===== config.mk =====
export PLATFORM = sky130hd
export DESIGN_NAME = fp_add_seq_ctrl
export DESIGN_NICKNAME = d
export VERILOG_FILES = /design/src/rtl/fp_add_seq_ctrl.sv
export SDC_FILE = /design/constraint.sdc
export NUM_CORES = 1
export LEC_CHECK = 0
export CAP_MARGIN = 15
export CORE_AREA = 2 2 170 172
export DETAILED_ROUTE_END_ITERATION = 16
export DIE_AREA = 0 0 172 174
export PLACE_DENSITY = 0.63
export RECOVER_POWER = 25
export SLEW_MARGIN = 20
export SYNTH_ARGS = -nofsm -noshare
export SYNTH_HDL_FRONTEND = slang
export SYNTH_SLANG_ARGS = --single-unit

===== constraint.sdc =====
create_clock -name clk -period 14.26 [get_ports clk]
set_clock_uncertainty 0.15 [all_clocks]
set_input_delay 2.852 -clock clk [delete_from_list [all_inputs] [get_ports clk]]
set_output_delay 2.852 -clock clk [all_outputs]
set_load 0.05 [all_outputs]

===== src/rtl/fp_add_seq_ctrl.sv =====
// Multi-cycle FP32 add/sub controller: one 24b barrel shifter for align,
// single adder, bit-serial left normalize, then pack into Result/flags.
//
// Ports:
//   clk, rst           clock, async active-high reset
//   start              request, sampled only in IDLE
//   A, B               IEEE-754 single operands
//   busy               high whenever state != IDLE
//   done               one-cycle pulse; Result/flags valid from this cycle
//   Result             packed sum, held until the next done
//   Overflow           exponent saturated to infinity
//   Underflow          result flushed to zero
//   Invalid            exp==255 on an input
module fp_add_seq_ctrl #(
  parameter int NORM_MAX = 23
) (
  input  logic        clk,
  input  logic        rst,
  input  logic        start,
  input  logic [31:0] A,
  input  logic [31:0] B,
  output logic        busy,
  output logic        done,
  output logic [31:0] Result,
  output logic        Overflow,
  output logic        Underflow,
  output logic        Invalid
);

  typedef enum logic [2:0] {
    S_IDLE,
    S_ALIGN,
    S_ADD,
    S_NORM,
    S_DONE
  } state_t;

  localparam logic [4:0] LP_NMAX = 5'(NORM_MAX);

  state_t      r_state;
  state_t      w_state_n;

  logic [31:0] r_a;
  logic [31:0] r_b;
  logic        r_sign;
  logic [8:0]  r_exp9;
  logic [23:0] r_mbig;
  logic [23:0] r_aligned;
  logic        r_effsub;
  logic [24:0] r_sum;
  logic [4:0]  r_iter;

  logic        w_in_inv;
  logic [23:0] w_a_m;
  logic [23:0] w_b_m;
  logic        w_a_big;
  logic [7:0]  w_big_exp;
  logic [7:0]  w_sml_exp;
  logic [23:0] w_big_m;
  logic [23:0] w_sml_m;
  logic        w_big_sign;
  logic [7:0]  w_diff;
  logic [4:0]  w_shamt;
  logic [23:0] w_s1;
  logic [23:0] w_s2;
  logic [23:0] w_s3;
  logic [23:0] w_s4;
  logic [23:0] w_s5;
  logic [24:0] w_sum25;
  logic [8:0]  w_exp_inc;
  logic        w_shift;

  logic        w_ld;
  logic [31:0] w_res_n;
  logic        w_ovf_n;
  logic        w_unf_n;
  logic        w_inv_n;

  assign busy = (r_state != S_IDLE);
  assign done = (r_state == S_DONE);

  assign w_in_inv = (A[30:23] == 8'hFF) |
                    (B[30:23] == 8'hFF);

  // Denormals are flushed: a zero exponent zeroes the whole significand.
  assign w_a_m = (r_a[30:23] != 8'd0) ?
                 {1'b1, r_a[22:0]} : 24'd0;
  assign w_b_m = (r_b[30:23] != 8'd0) ?
                 {1'b1, r_b[22:0]} : 24'd0;

  // Magnitude compare on {exp,mant}; ties keep A as the big operand.
  assign w_a_big    = (r_a[30:0] >= r_b[30:0]);
  assign w_big_exp  = w_a_big ? r_a[30:23] : r_b[30:23];
  assign w_sml_exp  = w_a_big ? r_b[30:23] : r_a[30:23];
  assign w_big_m    = w_a_big ? w_a_m : w_b_m;
  assign w_sml_m    = w_a_big ? w_b_m : w_a_m;
  assign w_big_sign = w_a_big ? r_a[31] : r_b[31];

  assign w_diff  = w_big_exp - w_sml_exp;
  assign w_shamt = (w_diff > 8'd31) ? 5'd31 : w_diff[4:0];

  // Log-stage right shifter; amounts >= 24 fall out as zero.
  assign w_s1 = w_shamt[0] ? (w_sml_m >> 1)  : w_sml_m;
  assign w_s2 = w_shamt[1] ? (w_s1    >> 2)  : w_s1;
  assign w_s3 = w_shamt[2] ? (w_s2    >> 4)  : w_s2;
  assign w_s4 = w_shamt[3] ? (w_s3    >> 8)  : w_s3;
  assign w_s5 = w_shamt[4] ? (w_s4    >> 16) : w_s4;

  assign w_sum25 = r_effsub ?
                   ({1'b0, r_mbig} - {1'b0, r_aligned}) :
                   ({1'b0, r_mbig} + {1'b0, r_aligned});

  assign w_exp_inc = r_exp9 + 9'd1;
  assign w_shift   = ~r_sum[24] & ~r_sum[23];

  always_ff @(posedge clk or posedge rst) begin
    if (rst) begin
      r_state <= S_IDLE;
    end else begin
      r_state <= w_state_n;
    end
  end

  always_comb begin
    w_state_n = r_state;
    w_ld      = 1'b0;
    w_res_n   = Result;
    w_ovf_n   = 1'b0;
    w_unf_n   = 1'b0;
    w_inv_n   = 1'b0;
    unique case (r_state)
      S_IDLE: begin
        if (start) begin
          if (w_in_inv) begin
            w_state_n = S_DONE;
            w_ld      = 1'b1;
            w_res_n   = 32'h7FC0_0000;
            w_inv_n   = 1'b1;
          end else begin
            w_state_n = S_ALIGN;
          end
        end
      end
      S_ALIGN: begin
        w_state_n = S_ADD;
      end
      S_ADD: begin
        if (w_sum25 == 25'd0) begin
          w_state_n = S_DONE;
          w_ld      = 1'b1;
          w_res_n   = 32'h0000_0000;
        end else begin
          w_state_n = S_NORM;
        end
      end
      S_NORM: begin
        if (r_sum[24]) begin
          w_state_n = S_DONE;
          w_ld      = 1'b1;
          if (w_exp_inc == 9'd255) begin
            w_res_n = {r_sign, 8'hFF, 23'd0};
            w_ovf_n = 1'b1;
          end else begin
            w_res_n = {r_sign, w_exp_inc[7:0],
                       r_sum[23:1]};
          end
        end else if (r_sum[23]) begin
          w_state_n = S_DONE;
          w_ld      = 1'b1;
          w_res_n   = {r_sign, r_exp9[7:0],
                       r_sum[22:0]};
        end else if ((r_exp9 <= 9'd1) ||
                     (r_iter >= LP_NMAX)) begin
          w_state_n = S_DONE;
          w_ld      = 1'b1;
          w_res_n   = 32'h0000_0000;
          w_unf_n   = 1'b1;
        end
      end
      S_DONE: begin
        w_state_n = S_IDLE;
      end
      default: begin
        w_state_n = S_IDLE;
      end
    endcase
  end

  always_ff @(posedge clk or posedge rst) begin
    if (rst) begin
      r_a       <= 32'd0;
      r_b       <= 32'd0;
      r_sign    <= 1'b0;
      r_exp9    <= 9'd0;
      r_mbig    <= 24'd0;
      r_aligned <= 24'd0;
      r_effsub  <= 1'b0;
      r_sum     <= 25'd0;
      r_iter    <= 5'd0;
    end else begin
      unique case (r_state)
        S_IDLE: begin
          if (start) begin
            r_a <= A;
            r_b <= B;
          end
        end
        S_ALIGN: begin
          r_sign    <= w_big_sign;
          r_exp9    <= {1'b0, w_big_exp};
          r_mbig    <= w_big_m;
          r_aligned <= w_s5;
          r_effsub  <= r_a[31] ^ r_b[31];
          r_iter    <= 5'd0;
        end
        S_ADD: begin
          r_sum <= w_sum25;
        end
        S_NORM: begin
          if (w_shift) begin
            r_sum  <= {r_sum[23:0], 1'b0};
            r_exp9 <= r_exp9 - 9'd1;
            r_iter <= r_iter + 5'd1;
          end
        end
        default: begin
        end
      endcase
    end
  end

  // Result and flags only move on entry to DONE.
  always_ff @(posedge clk or posedge rst) begin
    if (rst) begin
      Result    <= 32'd0;
      Overflow  <= 1'b0;
      Underflow <= 1'b0;
      Invalid   <= 1'b0;
    end else if (w_ld) begin
      Result    <= w_res_n;
      Overflow  <= w_ovf_n;
      Underflow <= w_unf_n;
      Invalid   <= w_inv_n;
    end
  end

endmodule

==> impl_metrics.csv <==
group,metric,value,unit
status,outcome,"complete, but fails checks",
status,violations,"capacitance limit, slew limit",
die,die_w,172,µm
sta,worst_pin_slew,5.67,ns
die,rows,62,
synthesis,syn_nets,1631,
global_route,grt_pass1_vias,11000,
detailed_routing,post_drt_wl_per_cell,19.0,µm
detailed_routing,ant_nets,0,
worst_hold_path,hold_path_class,"flip-flop to flip-flop",
sta,fin_crit_sh,51.6,%
sta,period_minus_slack,7.36,ns
synthesis,synthFlopType,"dfrtp_1",
synthesis,yosys_register_bits,191,
die,die-area,29900,µm²
clock_network,postCtsSetupRepairBufs,0,
run,cap_violations,2,
detailed_routing,vias_per_cell,5.90,
synthesis,yosysTopAreaCellShare,36.7,%
synthesis,synth_edf_count,0,
synthesis,yosys_warnings,0,
clock_network,clockRootBuffer,"clkbuf_16",
synthesis,async_flop_share,100,%
worst_hold_path,hold_end,"Result[21]$_DFFE_PP0P_",
sta,hold_ws,0.348,ns
detailed_routing,wl,37200,µm
placement,dpl.hpwl,28200,µm
synthesis,syn_area,13000,µm²
final_layout,final_nets,1688,
sta,fmax,0.136,GHz
critical_path,cp-start-kind,"primary input",
sta,setup_viol,0,
synthesis,netlist.top_cell.by_area,"dfrtp_1",
critical_path,rr_endpoint,"r_aligned[0]$_DFFE_PP0P_",
placement,routabilityCongestion,0.928,
clock_network,ctsResizeCount,0,
detailed_routing,drt-initial-drc-count,895,
clock_network,cts.clk_slew.worst_paths,0.08,ns
synthesis,yosysSeqAreaShare,36.7,%
clock_network,clock-sinks,191,
critical_path,crit_arrival,7.68,ns
synthesis,synth_common_cells,"191 x dfrtp_1, 170 x nor2_1, 155 x nand2_1",
sta,final.setup.tns,0,ns
global_route,grt_antenna_before_repair,0,
synthesis,yosysMostFrequentCell,"dfrtp_1",
critical_path,crit-reg2reg-launch,"r_b[23]$_DFFE_PP0P_",
final_layout,drive_above_1_share,7.07,%
global_route,grt_pass1_wl,60600,µm
clock_network,cts_inserted_buffers,17,
global_route,grt_max_degree,129,
sta,rsz0062_at_grt,"false",
final_layout,design_area,14900,µm²
sta,hold_violations,0,
critical_path,r2r_cells,22,
detailed_routing,dr.pass1.iters,7,
clock_network,hold_buffers,0,
clock_network,cts-htree-levels,4,
placement,io_buffer_count,103,
synthesis,syn_inst,1501,
worst_hold_path,hold_start,"Result[21]$_DFFE_PP0P_",
global_route,grt_use_total,25.5,%
critical_path,worstPathCellList,"dlygate4sd3_1 > clkinvlp_2 > buf_4",
die,ios,104,
critical_path,cp_max_fo,128,
die,initial_core_util,46.1,%
sta,maxSlewViolCount,186,
detailed_routing,drc,0,
clock_network,insertion_delay,0.45,ns
synthesis,avgSynthCellArea,8.67,µm²
final_layout,instances_no_fill,1955,
final_layout,antenna_cells,0,
placement,place_inst,1923,
synthesis,synth_area_leaders,"dfrtp_1 37%, ha_1 6.0%, mux2i_1 5.5%, nor2_1 4.9%, o21ai_0 4.6%",
synthesis,synthDistinctLibCells,78,
critical_path,slowest_stage,"clkinvlp_2",
clock_network,tritoncts,"yes",
critical_path,regToRegSetupSlack,7.66,ns
placement,dpl_cell_area,14300,µm²
final_layout,syn_to_final_growth,14.7,%
die,fp.coreArea,28200,µm²
worst_hold_path,hold_depth,1,
critical_path,path_class,"primary input to asynchronous set/reset pin",
critical_path,cp.required,14.57,ns
critical_path,endpoint_kind,"asynchronous set/reset pin",
global_route,grt-ovfl-total,0,
die,die_h,174,µm
clock_network,cts_buffer_depth,2,
detailed_routing,vias,11500,
sta,relSlewSlack,-280,%
critical_path,crit_path_max_incr_delay,3.15,ns
-- stage by stage --
step                      utilization, %  setup WS (ns)
after CTS                           53.0           8.05
after floorplan                        -           6.06
after global placement              50.8           8.26
final                               52.9           6.90
after global routing                52.9           5.84
after detailed placement            50.8           8.13
-- logic make-up (layout without fill, tap and decap cells) --
| kind of cell | count (synthesis) | in the layout | synth area share (%) |
|---|---|---|---|
| compound gates | 434 | 434 | 22.5 |
| xor+xnor | 51 | 51 | 3.43 |
| fa+ha+maj | 63 | 63 | 6.11 |
| buf+inv | 152 | 222 | 4.70 |
| flops | 191 | 191 | 36.7 |
| mux | 113 | 113 | 9.09 |
| simple gates | 497 | 497 | 17.5 |
-- layer usage --
| metal | vias up | global-route usage (%) | wire [µm] |
|---|---|---|---|
| li1 | 5589 | - | - |
| met5 | - | 0 | 0 |
| met4 | 0 | 7.35 | 868 |
| met1 | 5560 | 35.8 | 16900 |
| met3 | 44 | 2.60 | 1720 |
| met2 | 340 | 41.8 | 17700 |
-- critical path: cells and delay by family --
family	cells	cell delay (ns)
buffers and inverters	3	4.74
-- sequential cells by signal, summed over array words and instances, names as in the netlist --
register	count
Invalid	1
Overflow	1
Result	32
Underflow	1
r_a	32
r_aligned	24
r_b	32
r_effsub	1
r_exp9	9
r_iter	5
r_mbig	24
r_sign	1
r_state	3
r_sum	25
-- layout by cell type (no fill, tap or decap), drive strengths merged, types with 10 or more instances in the layout --
master           n
inv             71
nand3           24
a31o            30
a211oi          14
buf             15
nand4           19
nand2          156
nand2b          18
mux2i           71
xnor2           41
mux2            42
a22o            16
nor4            15
nor2           171
a21oi           91
nor3            27
a31oi           12
clkbuf          22
a22oi           22
a21o            11
dfrtp          191
nor2b           17
o211ai          13
xor2            10
o21ai          122
ha              62
a221oi          30
clkdlybuf4s50  102
and3            13
-- cell type report --
type                            instances  area [µm²]
Sequential cell                       191        4780
Multi-Input combinational cell       1158        7640
Clock buffer                           19         443
Inverter                               69         260
Fill cell                            2724       13300
Clock inverter                         13         174
Timing Repair Buffer                  121        1150
Tap cell                              384         480
-- worst max path at each step --
| stage | start | to |
|---|---|---|
| 2_1_floorplan | rst | Invalid$_DFFE_PP0P_ |
| 3_3_place_gp | r_b[23]$_DFFE_PP0P_ | r_aligned[0]$_DFFE_PP0P_ |
| 3_5_place_dp | r_a[23]$_DFFE_PP0P_ | r_aligned[0]$_DFFE_PP0P_ |
| 4_1_cts | r_b[23]$_DFFE_PP0P_ | r_aligned[0]$_DFFE_PP0P_ |
| 5_1_grt | rst | r_mbig[5]$_DFFE_PP0P_ |
| 6_report | rst | r_mbig[4]$_DFFE_PP0P_ |
Power is left out: the tool's default activity adds up to more than one toggle a clock period on the data nets, which glitch-free logic cannot reach.
